==> src/rtl/fc_pkg.sv <==
// Shared definitions for the fully-connected layer datapaths:
// controller state encoding, default widths and the output saturation helper.
package fc_pkg;

    localparam int FC_W         = 8;
    // Smallest accumulator that cannot wrap for 16 inputs of FC_W-bit operands.
    localparam int FC_ACC_WIDTH = 2 * FC_W + 4;

    typedef enum logic [2:0] {
        ST_IDLE,
        ST_LOAD,
        ST_FETCH,
        ST_DRAIN,
        ST_STORE,
        ST_DONE
    } fc_state_e;

    // Clamp a wide signed sum into the signed w-bit range.
    function automatic logic signed [63:0] sat_to_w(input logic signed [63:0] acc,
                                                   input int unsigned       w);
        logic signed [63:0] hi;
        logic signed [63:0] lo;
        hi = (64'sd1 <<< (w - 1)) - 64'sd1;
        lo = -hi - 64'sd1;
        if (acc > hi)
            return hi;
        else if (acc < lo)
            return lo;
        else
            return acc;
    endfunction

endpackage

==> src/rtl/fc_mac_unit.sv <==
// Signed W x W multiplier feeding an ACC_WIDTH accumulator; clr has priority over en.
import fc_pkg::*;

module fc_mac_unit #(
    parameter int W         = FC_W,
    parameter int ACC_WIDTH = FC_ACC_WIDTH
) (
    input  logic                        clk,
    input  logic                        reset_n,
    input  logic                        clr,
    input  logic                        en,
    input  logic signed [W-1:0]         a,
    input  logic signed [W-1:0]         b,
    output logic signed [ACC_WIDTH-1:0] acc
);

    logic signed [2*W-1:0]       prod;
    logic signed [ACC_WIDTH-1:0] acc_d;
    logic signed [ACC_WIDTH-1:0] acc_q;

    // Next accumulator value: clear, add sign-extended product, or hold.
    always_comb begin
        prod  = a * b;
        acc_d = acc_q;
        if (clr)
            acc_d = '0;
        else if (en)
            acc_d = acc_q + {{(ACC_WIDTH - 2*W){prod[2*W-1]}}, prod};
    end

    // Accumulator register.
    always_ff @(posedge clk or negedge reset_n) begin
        if (!reset_n)
            acc_q <= '0;
        else
            acc_q <= acc_d;
    end

    assign acc = acc_q;

endmodule

==> src/rtl/fc_layer_seq_ctrl.sv <==
// Sequential FC-layer controller: one shared MAC walks OUT_SIZE neurons x IN_SIZE
// inputs, adds bias, saturates to W bits and stores each neuron result.
// Build option: define FC_CTRL_RELU_EN to clamp negative results to zero at store.
import fc_pkg::*;

module fc_layer_seq_ctrl #(
    parameter int IN_SIZE   = 16,
    parameter int OUT_SIZE  = 8,
    parameter int W         = FC_W,
    parameter int ACC_WIDTH = 2 * W + $clog2(IN_SIZE),
    localparam int AW       = $clog2(OUT_SIZE * IN_SIZE)
) (
    input  logic                  clk,
    input  logic                  reset_n,
    input  logic                  start,
    input  logic [W*IN_SIZE-1:0]  in_vector_flat,
    input  logic [W*OUT_SIZE-1:0] biases_flat,
    output logic                  w_rd_en,
    output logic [AW-1:0]         w_addr,
    input  logic [W-1:0]          w_data,
    output logic [W*OUT_SIZE-1:0] out_vector_flat,
    output logic                  busy,
    output logic                  done
);

    localparam int JW = (IN_SIZE  > 1) ? $clog2(IN_SIZE)  : 1;
    localparam int OW = (OUT_SIZE > 1) ? $clog2(OUT_SIZE) : 1;

    fc_state_e               state_q, state_d;
    logic [OW-1:0]           o_q, o_d;
    logic [JW-1:0]           j_q, j_d;
    logic [W*IN_SIZE-1:0]    x_q, x_d;
    logic [W*OUT_SIZE-1:0]   b_q, b_d;
    logic [W*OUT_SIZE-1:0]   out_q, out_d;
    logic [AW-1:0]           addr_hold_q, addr_hold_d;

    logic                    mac_clr;
    logic                    mac_en;
    logic [JW-1:0]           x_idx;
    logic signed [W-1:0]     x_sel;
    logic signed [ACC_WIDTH-1:0] acc;
    logic [AW-1:0]           fetch_addr;
    logic signed [63:0]      sum64;
    logic [W-1:0]            res;

    fc_mac_unit #(
        .W         (W),
        .ACC_WIDTH (ACC_WIDTH)
    ) u_mac (
        .clk     (clk),
        .reset_n (reset_n),
        .clr     (mac_clr),
        .en      (mac_en),
        .a       (x_sel),
        .b       ($signed(w_data)),
        .acc     (acc)
    );

    // Datapath: weight address, input operand aligned to the 1-cycle-late weight, store value.
    always_comb begin
        fetch_addr = AW'(o_q) * AW'(IN_SIZE) + AW'(j_q);
        // Weight returned now belongs to the previous j; in DRAIN j is parked on the last index.
        x_idx      = (state_q == ST_DRAIN) ? j_q : j_q - 1'b1;
        x_sel      = $signed(x_q[x_idx*W +: W]);
        sum64      = 64'(acc) + 64'($signed(b_q[o_q*W +: W]));
        res        = W'(sat_to_w(sum64, W));
`ifdef FC_CTRL_RELU_EN
        if (res[W-1])
            res = '0;
`endif
    end

    // Controller next-state and outputs.
    always_comb begin
        state_d     = state_q;
        o_d         = o_q;
        j_d         = j_q;
        x_d         = x_q;
        b_d         = b_q;
        out_d       = out_q;
        addr_hold_d = addr_hold_q;
        w_rd_en     = 1'b0;
        busy        = 1'b0;
        done        = 1'b0;
        mac_clr     = 1'b0;
        mac_en      = 1'b0;
        case (state_q)
            ST_IDLE: begin
                if (start)
                    state_d = ST_LOAD;
            end
            ST_LOAD: begin
                busy    = 1'b1;
                x_d     = in_vector_flat;
                b_d     = biases_flat;
                o_d     = '0;
                j_d     = '0;
                mac_clr = 1'b1;
                state_d = ST_FETCH;
            end
            ST_FETCH: begin
                busy        = 1'b1;
                w_rd_en     = 1'b1;
                addr_hold_d = fetch_addr;
                mac_en      = (j_q != '0);
                if (j_q == JW'(IN_SIZE - 1))
                    state_d = ST_DRAIN;
                else
                    j_d = j_q + 1'b1;
            end
            ST_DRAIN: begin
                busy    = 1'b1;
                mac_en  = 1'b1;
                state_d = ST_STORE;
            end
            ST_STORE: begin
                busy                 = 1'b1;
                out_d[o_q*W +: W]    = res;
                mac_clr              = 1'b1;
                if (o_q == OW'(OUT_SIZE - 1)) begin
                    state_d = ST_DONE;
                end else begin
                    o_d     = o_q + 1'b1;
                    j_d     = '0;
                    state_d = ST_FETCH;
                end
            end
            ST_DONE: begin
                done    = 1'b1;
                state_d = ST_IDLE;
            end
            default: state_d = ST_IDLE;
        endcase
    end

    // State, counters, latched operands and result registers.
    always_ff @(posedge clk or negedge reset_n) begin
        if (!reset_n) begin
            state_q     <= ST_IDLE;
            o_q         <= '0;
            j_q         <= '0;
            x_q         <= '0;
            b_q         <= '0;
            out_q       <= '0;
            addr_hold_q <= '0;
        end else begin
            state_q     <= state_d;
            o_q         <= o_d;
            j_q         <= j_d;
            x_q         <= x_d;
            b_q         <= b_d;
            out_q       <= out_d;
            addr_hold_q <= addr_hold_d;
        end
    end

    assign w_addr          = w_rd_en ? fetch_addr : addr_hold_q;
    assign out_vector_flat = out_q;

endmodule

==> config.mk <==
export PLATFORM = sky130hd
export DESIGN_NAME = fc_layer_seq_ctrl
export DESIGN_NICKNAME = d
export VERILOG_FILES = /design/src/rtl/fc_pkg.sv /design/src/rtl/fc_mac_unit.sv /design/src/rtl/fc_layer_seq_ctrl.sv
export SDC_FILE = /design/constraint.sdc
export NUM_CORES = 1
export LEC_CHECK = 0
export ABC_AREA = 1
export CORE_MARGIN = 4
export CORE_UTILIZATION = 55
export CTS_BUF_LIST = sky130_fd_sc_hd__clkbuf_8 sky130_fd_sc_hd__clkbuf_16
export CTS_CLUSTER_DIAMETER = 120
export DETAILED_ROUTE_END_ITERATION = 6
export PLACE_DENSITY_LB_ADDON = 0.05
export SLEW_MARGIN = 5
export SYNTH_ARGS = -nofsm -noshare
export SYNTH_HDL_FRONTEND = slang
export SYNTH_SLANG_ARGS = --single-unit
==> constraint.sdc <==
create_clock -name clk -period 9.65 [get_ports clk]
set_input_delay 2.4125 -clock clk [delete_from_list [all_inputs] [get_ports clk]]
set_output_delay 2.4125 -clock clk [all_outputs]
set_load 0.005 [all_outputs]
==> summary.txt, run 1 <==
Layout
  – Fin area: around 0.022 mm²
  – Nets: 2,909
  – Synthesis-to-layout area growth: 23.5%
  – Fill count: 2,685
  – Layout cell share with drive strength beyond 1: 0.0586
  – Non-Filler Instances: 3,031

Critical path
  – Critical Path Most Common Cell: nand2_1
  – R2r setup slk: 1.34 ns
  – Startpoint types: flip-flop
  – Setup crit end: u_mac.acc[19]
  – Top delay family on crit path: adder cells
  – Req. time, crit path: 10.03 ns
  – CP Capture Type: flip-flop
  – Critical path buffer and inverter count: 8
  – CP max stage delay: around 0.55 ns
  – R2R Path End: u_mac.acc[19]
  – CP max FO: 17
  – R2r worst-path depth: 40
  – Critical path depth: 40
  – Reg-to-Reg Start: state_q[2]
  – Critical setup path kind: reg -> reg
  – Worst path slowest cell: fa_1
  – WP data arrival: 8.69 ns
  – Crit path from: state_q[2]

Synth
  – Post-synthesis register bit count: roughly 300
  – Multiplexer share of the synthesized area: 0
  – Most common flop cell mapped by yosys: dfrtp_1
  – Yosys top cell by area: dfrtp_1
  – Synth Area in Adders: 0.118
  – Main area contributors after synthesis: dfrtp_1 (41%), nand2_1 (19%), fa_1 (6.4%), ha_1 (5.4%), a21oi_1 (4.3%)
  – Post-Syn Nets: 2,669
  – Most numerous cell in the Yosys netlist: nand2_1
  – Largest family of logic cells by synthesized area: simple AND/OR/NAND/NOR gates
  – Sequential share of the synthesized area: 0.409
  – Area share of the largest cell type after synthesis: 0.409
  – Synthesis Warnings: 0
  – Post-synth top cells: nand2_1 (888), dfrtp_1 (293), nor2_1 (193), inv_1 (190), a21oi_1 (154)
  – Cell count after synthesis: 2,331
  – Synth Area in Compound Gates: 0.106
  – Mean post-synth cell area: 7.69 µm²
  – Simple-Gate Fraction of Synth Area: 0.281
  – Async SR Flop Fraction: 1.00
  – Post-Synth XOR/XNOR Area: 0.0177
  – Distinct cells, synth: 56
  – Post-synth EDFFs: 0
  – Post-Syn Area: 0.0179 mm²

STA
  – Clock skew: around 0.022 ns
  – Final hold vios: 0
  – Count of pins over their slew limit: 0
  – Minimum clock period: 8.31 ns
  – Setup TNS: 0 ns
  – Worst slew pin tran: 1.15 ns
  – Final setup violation count: 0
  – Relative slew slack: 0.231
  – Setup ws final: 1.34 ns
  – Final period util: 0.861
  – Unrepaired setup endpoints after global routing: false
  – Fmax achieved: 120 MHz

Clocking
  – Root Buffer Master: clkbuf_16
  – CTS Buf Count: 34
  – H-tree Lvls: 2
  – Post-CTS Setup Inserts: 0
  – CTS Hold Buffers Added: 0
  – CTS tree: yes
  – Maximum root-to-sink buffer count: 3
  – Clk Latency, worst-skew pair: 0.52 ns
  – Clock Pin Slew Worst Setup and Hold Paths: approximately 0.06 ns
  – Cts repair resizes: 0
  – Clk sink count: 293

Routing
  – Vias: 16,300
  – WL met1: between 20,000 and 25,000 µm
  – DR WL/cell: 16.8 µm
  – DRT Pass-1 Iters: 5
  – Detail Route met2 WL: between 20,000 and 25,000 µm
  – DR DRC count: 0
  – Number of vias per cell: between 5 and 6
  – Met3 routed WL: 3360 µm
  – Top Metal Used: met5
  – Detail Route Antenna Nets: 0
  – Wirelength, routed: 51,000 µm
  – Iteration-0 DRC Markers: 1,242

Placement
  – Final Wtd Congestion: around 0.89
  – Post-Place Setup Slack: around 0.9 ns
  – Dpl hpwl: around 37,000 µm
  – DP Area: 0.0210 mm²
  – Dpl cells: 2,970
  – Port Buffers: 276

Min path
  – Hold Path Class: reg -> reg

Floorplan
  – Core area: 0.0319 mm²
  – Die Width: 188 µm
  – Die span in y: ~190 µm
  – Initial core utilization: 0.562
  – Total die area: 0.0355 mm²
  – Row count: 65
  – Io pins: 277

GRT
  – Vias in the first global route: 16,400
  – Global route overflow: 0
  – Largest net degree at the start of global routing: 168
  – First-pass GRT wire length: 83,700 µm
  – Initial antenna violation count: 2
  – Tot GR Track Use: 0.287

Outcome
  – Outcome: completed

Job
  – Maxcap violations: 0
[area by class of cell]
cell class	count	area, µm²	area share
clock inverters	18	160	0.00724
flip-flops and latches	293	7330	0.331
well taps	435	544	0.0246
multi-input cells	1736	9390	0.424
clock buffers	42	972	0.0439
repair buffers	294	2930	0.132
diodes	1	2.50	0.000113
inverters	212	803	0.0363
[layer usage]
layer,up-vias,GRT usage
li1,7904,-
met4,2,0.110
met2,549,0.468
met1,7696,0.389
met3,123,0.0485
met5,-,0
[how the worst min path moves through the flow]
stage | from | endpoint | depth (start not counted)
floorplan | b_q[10] | b_q[10] | 2
global placement | b_q[3] | b_q[3] | 2
detailed placement | b_q[42] | b_q[42] | 2
CTS | b_q[42] | b_q[42] | 2
global route | x_q[100] | x_q[100] | 2
finish | b_q[43] | b_q[43] | 2
[worst min-delay path, delay by kind of cell, from the launching register on]
family        cells  cell delay (ns)
flops             1             0.33
simple gates      2             0.11
[cell families (layout without fill, tap and decap cells)]
kind of cell,after synthesis,in the layout
AOI/OAI and AO/OA,324,324
xor gates and xnor gates,31,31
adders and majority gates,135,135
buffers and inverters,302,566
DFF,293,293
other,0,1
and+or+nand+nor,1246,1246
[cells in the final DEF, fill, tap and decap left out, types with 16 or more instances in the layout]
cell type and count:
nand2_1 888, dfrtp_1 293, clkdlybuf4s50_1 275, inv_1 195, nor2_1 193, a21oi_1 154, o21ai_0 84, nand3_1 82
ha_1 78, fa_1 57, clkbuf_16 35, a221o_1 28, inv_2 20, nor3_1 19, nand2_2 19, xor2_1 17
buf_4 16
[stage by stage]
step | hold WS, ns | util
final | 0.466 | 0.694
after global routing | 0.486 | 0.694
after CTS | 0.469 | 0.694
after detailed placement | 0.454 | 0.658
after global placement | 0.449 | 0.658
after floorplan | 0.437 | -
[registers in the layout (all words and copies together), names as in the netlist]
register,flops
x_q,128
b_q,64
addr_hold_q,7
out_vector_flat,64
u_mac.acc,20
j_q,4
o_q,3
state_q,3
Power of run 1 is left out: the tool's default activity adds up to more than one toggle a clock period on the data nets, which glitch-free logic cannot reach.
==> run 2: changes to the inputs <==
--- a/config.mk
+++ b/config.mk
@@ -13,2 +13,3 @@
 export DETAILED_ROUTE_END_ITERATION = 6
+export DONT_BUFFER_PORTS = 1
 export PLACE_DENSITY_LB_ADDON = 0.05
--- a/constraint.sdc
+++ b/constraint.sdc
@@ -3,2 +3,2 @@
 set_output_delay 2.4125 -clock clk [all_outputs]
-set_load 0.005 [all_outputs]
+set_load 0.1 [all_outputs]
==> run 2 against run 1 <==
Setup slack lost 0.16 ns. Sequential cell count is the same. Fmax shrank 1.9%. Highest routed layer is now met4.
==> summary.txt, run 2 (same netlist as run 1, synthesis figures left out) <==
Critical path
  – WP data arrival: 8.88 ns (+0.19 ns)
  – CP max stage delay: 0.55 ns (about the same)
  – CP max FO: 33 (+16)
  – Startpoint types: flip-flop
  – CP Capture Type: flip-flop
  – Worst path slowest cell: fa_1
  – Critical setup path kind: reg -> reg
  – Top delay family on crit path: adder cells
  – Critical path buffer and inverter count: 7 (-1)
  – Req. time, crit path: 10.06 ns (+0.03 ns)

Layout
  – Layout cell share with drive strength beyond 1: 0.0686 (+0.0100)
  – Max FFs per register: 128 (unchanged)
  – Most frequent cells in the layout: nand2_1 (888), dfrtp_1 (293), inv_1 (197)
  – Seq. cell area: 0.00733 mm² (unchanged)
  – Synthesis-to-layout area growth: 7.86%
  – Fill count: 2,996 (+12%)
  – Commonest non-fill, non-tap cell in the layout: nand2_1
  – Non-Filler Instances: 2,754 (-9.1%)
  – Most flops, register: x_q
  – Multi-input gate area: 0.00942 mm² (+0.36%)
  – Nets: 2,636 (-9.4%)

Clocking
  – CTS tree: yes
  – Cts repair resizes: 0 (unchanged)
  – H-tree Lvls: 2 (unchanged)
  – Clk sink count: 293 (unchanged)
  – CTS Hold Buffers Added: 0 (unchanged)
  – CTS Buf Count: 34 (unchanged)
  – Clk Latency, worst-skew pair: 0.54 ns (+0.02 ns)
  – Post-CTS Setup Inserts: 0 (unchanged)
  – Maximum root-to-sink buffer count: 3 (unchanged)
  – Root Buffer Master: clkbuf_16
  – Clock Pin Slew Worst Setup and Hold Paths: 0.06 ns (about the same)

Floorplan
  – Io pins: 277 (unchanged)
  – Die span in y: 188 µm (unchanged)
  – Total die area: 0.0355 mm² (unchanged)
  – Die Width: 188 µm (unchanged)
  – Row count: 65 (unchanged)
  – Initial core utilization: 0.562 (unchanged)
  – Core area: 0.0319 mm² (unchanged)

GRT
  – First-pass GRT wire length: 80,000 µm (-4.4%)
  – GR met3 Demand/Resource: 0.0469 (-0.00167)
  – Largest net degree at the start of global routing: 294 (+75%)
  – Initial antenna violation count: 1 (-1)
  – Global routing met2 resource utilization: 0.454 (-0.0136)
  – Met1 usage: 0.390 (+0.000829)
  – Busiest grt layer: met2
  – Global route overflow: 0 (unchanged)
  – Tot GR Track Use: 0.276 (-0.0108)
  – Vias in the first global route: 15,100 (-7.7%)

STA
  – Fmax achieved: 118 MHz (-1.9%)
  – Count of pins over their slew limit: 0 (unchanged)
  – Minimum clock period: 8.47 ns (+0.159 ns)
  – Final setup violation count: 0 (unchanged)
  – Worst slew pin tran: 1.22 ns (+0.0689 ns)
  – Setup TNS: 0 ns (unchanged)
  – Relative slew slack: 0.184 (-0.0462)
  – Clock skew: 0.0208 ns (-0.00160 ns)
  – Hold Slack: 0.468 ns (+0.00158 ns)
  – Unrepaired setup endpoints after global routing: false
  – Final hold vios: 0 (unchanged)
  – Final period util: 0.877 (+0.0165)

Placement
  – Dpl cells: 2,697 (-9.2%)
  – Dpl hpwl: 36,400 µm (-3.0%)
  – Port Buffers: 0 (-100%)
  – Final Wtd Congestion: 0.917 (+3.6%)

Routing
  – Number of vias per cell: 5.51 (+2.7%)
  – Vias: 15,200 (-6.7%)
  – Iteration-0 DRC Markers: 1,212 (-2.4%)
  – Detail Route Antenna Nets: 0 (unchanged)
  – DR WL/cell: 17.8 µm (+5.9%)
  – DR DRC count: 0 (unchanged)
  – Wirelength, routed: 49,100 µm (-3.8%)
  – DRT Pass-1 Iters: 7 (+2)

Job
  – Maxcap violations: 0 (unchanged)

Min path
  – Hold Path Class: reg -> reg

Outcome
  – Outcome: completed
[run 2: path summary, 6_finish.rpt]
path	to	depth (start not counted)	slack (ns)	startpoint
worst max-delay path	u_mac.acc[19]	39	1.18	j_q[0]
worst min-delay path	b_q[30]	2	0.47	b_q[30]
worst max register to register	u_mac.acc[19]	39	1.18	j_q[0]
worst min register to register	b_q[30]	2	0.47	b_q[30]
max in group asynchronous	out_vector_flat[27]	0	7.37	reset_n
min in group asynchronous	x_q[71]	0	1.60	reset_n
[run 2: stage by stage]
stage | utilization | cell area [µm²] | worst slack [ns]
2_1_floorplan | - | 17900 | 2.00
3_3_place_gp | 0.573 | 18300 | 1.44
3_5_place_dp | 0.573 | 18300 | 1.25
4_1_cts | 0.606 | 19300 | 1.26
5_1_grt | 0.606 | 19300 | 0.594
6_report | 0.606 | 19300 | 1.18
[run 2: worst reg2reg max path, delay by kind of cell (launching register included)]
| family | cells | cell delay [ns] |
|---|---|---|
| AND/OR/NAND/NOR | 15 | 2.18 |
| flip-flops | 1 | 0.41 |
| adder cells (fa/ha/maj) | 7 | 3.09 |
| buffers and inverters | 7 | 1.12 |
| AO/OA/AOI/OAI | 10 | 1.55 |
[run 2: area by class of cell]
cell class              count  share of cell area
well taps                 435              0.0282
inverters                 212              0.0416
diodes                      1            0.000129
flip-flops and latches    293               0.379
clock inverters            15             0.00615
repair buffers             21             0.00816
multi-input cells        1736               0.487
clock buffers              41              0.0490
[run 2: per-layer routing]
metal	wire length [µm]	part of all wire	vias up
met5	0	0	-
met4	1070	0.022	0
met3	3260	0.066	74
met2	23000	0.47	473
met1	21800	0.44	7291
li1	-	-	7347
Power of run 2 is left out for the same reason.
==> run 3: changes to the inputs <==
SLEW_MARGIN = 10   (was 5)
clock period = 7.7 ns   (was 9.65 ns; I/O delays follow)
==> run 3 against run 2 <==
Non-clock buffer count up 44. Fmax up 15%. Via count rose by 1.6%. Count of clock-buffer cells in the layout rose by 2. Critical endpoint unchanged.
==> summary.txt, run 3 (same netlist as run 1, synthesis figures left out) <==
Layout
  – Layout cell share with drive strength beyond 1: 0.107 (+0.0380)
  – Nets: 2,681 (+1.7%)
  – Fill count: 2,937 (-2.0%)
  – Commonest non-fill, non-tap cell in the layout: nand2_1
  – Most flops, register: x_q
  – Seq. cell area: 0.00733 mm² (unchanged)
  – Max FFs per register: 128 (unchanged)
  – Synthesis-to-layout area growth: 12.3%
  – # diodes: 0 (-1)
  – Most frequent cells in the layout: nand2_1 (879), dfrtp_1 (293), inv_1 (189)
  – Multi-input gate area: 0.00964 mm² (+2.3%)

Clocking
  – Clk Latency, worst-skew pair: 0.52 ns (-0.02 ns)
  – H-tree Lvls: 2 (unchanged)
  – Clock Pin Slew Worst Setup and Hold Paths: 0.06 ns (about the same)
  – CTS Hold Buffers Added: 0 (unchanged)
  – Root Buffer Master: clkbuf_16
  – Clk sink count: 293 (unchanged)
  – CTS tree: yes
  – Maximum root-to-sink buffer count: 3 (unchanged)
  – CTS Buf Count: 34 (unchanged)

Routing
  – Wirelength, routed: 51,000 µm (+3.8%)
  – DR DRC count: 0 (unchanged)
  – DRT Pass-1 Iters: 6 (-1)
  – Iteration-0 DRC Markers: 1,205 (-0.58%)
  – Vias: 15,400 (+1.6%)
  – DR WL/cell: 18.2 µm (+2.1%)
  – Detail Route Antenna Nets: 0 (unchanged)
  – Number of vias per cell: 5.51 (about the same)

GRT
  – Tot GR Track Use: 0.277 (+0.000785)
  – Vias in the first global route: 14,900 (-1.0%)
  – Global route overflow: 0 (unchanged)
  – Initial antenna violation count: 0 (-1)
  – Largest net degree at the start of global routing: 294 (unchanged)
  – First-pass GRT wire length: 80,200 µm (+0.30%)

Floorplan
  – Core area: 0.0319 mm² (unchanged)
  – Die Width: 188 µm (unchanged)
  – Die span in y: 188 µm (unchanged)
  – Io pins: 277 (unchanged)
  – Initial core utilization: 0.562 (unchanged)
  – Row count: 65 (unchanged)
  – Total die area: 0.0355 mm² (unchanged)

Critical path
  – CP max stage delay: 0.54 ns (about the same)
  – R2r worst-path depth: 42 (+7.7%)
  – Startpoint types: flip-flop
  – Critical Path Most Common Cell: inv_1
  – Critical setup path kind: reg -> reg
  – WP data arrival: 7.74 ns (-1.14 ns)
  – CP max FO: 14 (-58%)
  – CP Capture Type: flip-flop
  – Req. time, crit path: 8.10 ns (-1.96 ns)
  – Worst path slowest cell: fa_1

STA
  – Count of pins over their slew limit: 0 (unchanged)
  – Worst slew pin tran: 1.19 ns (-0.0312 ns)
  – Final hold vios: 0 (unchanged)
  – Final period util: 0.954 (+0.0770)
  – Relative slew slack: 0.209 (+0.0251)
  – Clock skew: 0.0177 ns (-0.00316 ns)
  – Minimum clock period: 7.35 ns (-1.12 ns)
  – Final setup violation count: 0 (unchanged)
  – Fmax achieved: 136 MHz (+15%)
  – Hold Slack: 0.466 ns (-0.00193 ns)

Job
  – Maxcap violations: 0 (unchanged)

Min path
  – Min-Delay Path Depth: 2 (unchanged)
  – Hold Path Class: reg -> reg

Outcome
  – Outcome: completed

Placement
  – Final Wtd Congestion: 0.907 (-1.1%)
  – Port Buffers: 0 (unchanged)
  – Dpl hpwl: 37,300 µm (+2.4%)
-- run 3: layout make-up --
type,instances,area share
clock buffers,43,0.0484
clock inverters,15,0.00796
inverters,212,0.0409
multi-input cells,1736,0.479
flip-flops and latches,293,0.364
well taps,435,0.0270
repair buffers,65,0.0318
repair inverters,1,0.000808
-- run 3: worst paths after layout --
check | slack (ns) | from | to
worst max-delay path | 0.35 | j_q[0] | u_mac.acc[19]
worst max register to register | 0.35 | j_q[0] | u_mac.acc[19]
max in group asynchronous | 5.95 | reset_n | out_vector_flat[30]
min in group asynchronous | 1.11 | reset_n | x_q[71]
worst min-delay path | 0.47 | b_q[31] | b_q[31]
worst min register to register | 0.47 | b_q[31] | b_q[31]
-- run 3: worst max-delay path: cells and delay by family, from the launching register on --
family                   cells  cell delay [ns]
adder cells (fa/ha/maj)      7             2.90
AND/OR/NAND/NOR             15             1.64
AO/OA/AOI/OAI               11             1.50
buffers and inverters        8             0.72
flip-flops                   1             0.39
XOR/XNOR                     1             0.09
-- run 3: routing by layer --
layer  part of all wire  routed length (µm)  track usage  vias to the layer above
met3              0.061                3090       0.0421                       72
li1                   -                   -            -                     7426
met5                  0                   0            0                        -
met4              0.022                1100       0.0603                        0
met2               0.47               24000        0.451                      490
met1               0.45               22800        0.399                     7446
-- run 3: repair_timing --
action                     CTS  global route
buffers inserted             0            20
pin swaps                    0            32
resized for setup            7            61
cloned                       0             6
setup endpoints to repair    1             7
-- run 3: through the flow --
stage / setup WS, ns / area (µm²) / instances / util / TNS [ns]
finish: 0.350 / 20100 / 2800 / 0.631 / 0
global route: -0.101 / 20100 / 2800 / 0.631 / -0.152
CTS: 0.0465 / 19600 / 2774 / 0.614 / 0
detailed placement: -0.0687 / 18400 / 2716 / 0.578 / -0.0687
global placement: 0.202 / 18400 / 2716 / 0.578 / 0
floorplan: 0.541 / 17900 / 2331 / - / 0
Power of run 3 is left out for the same reason.
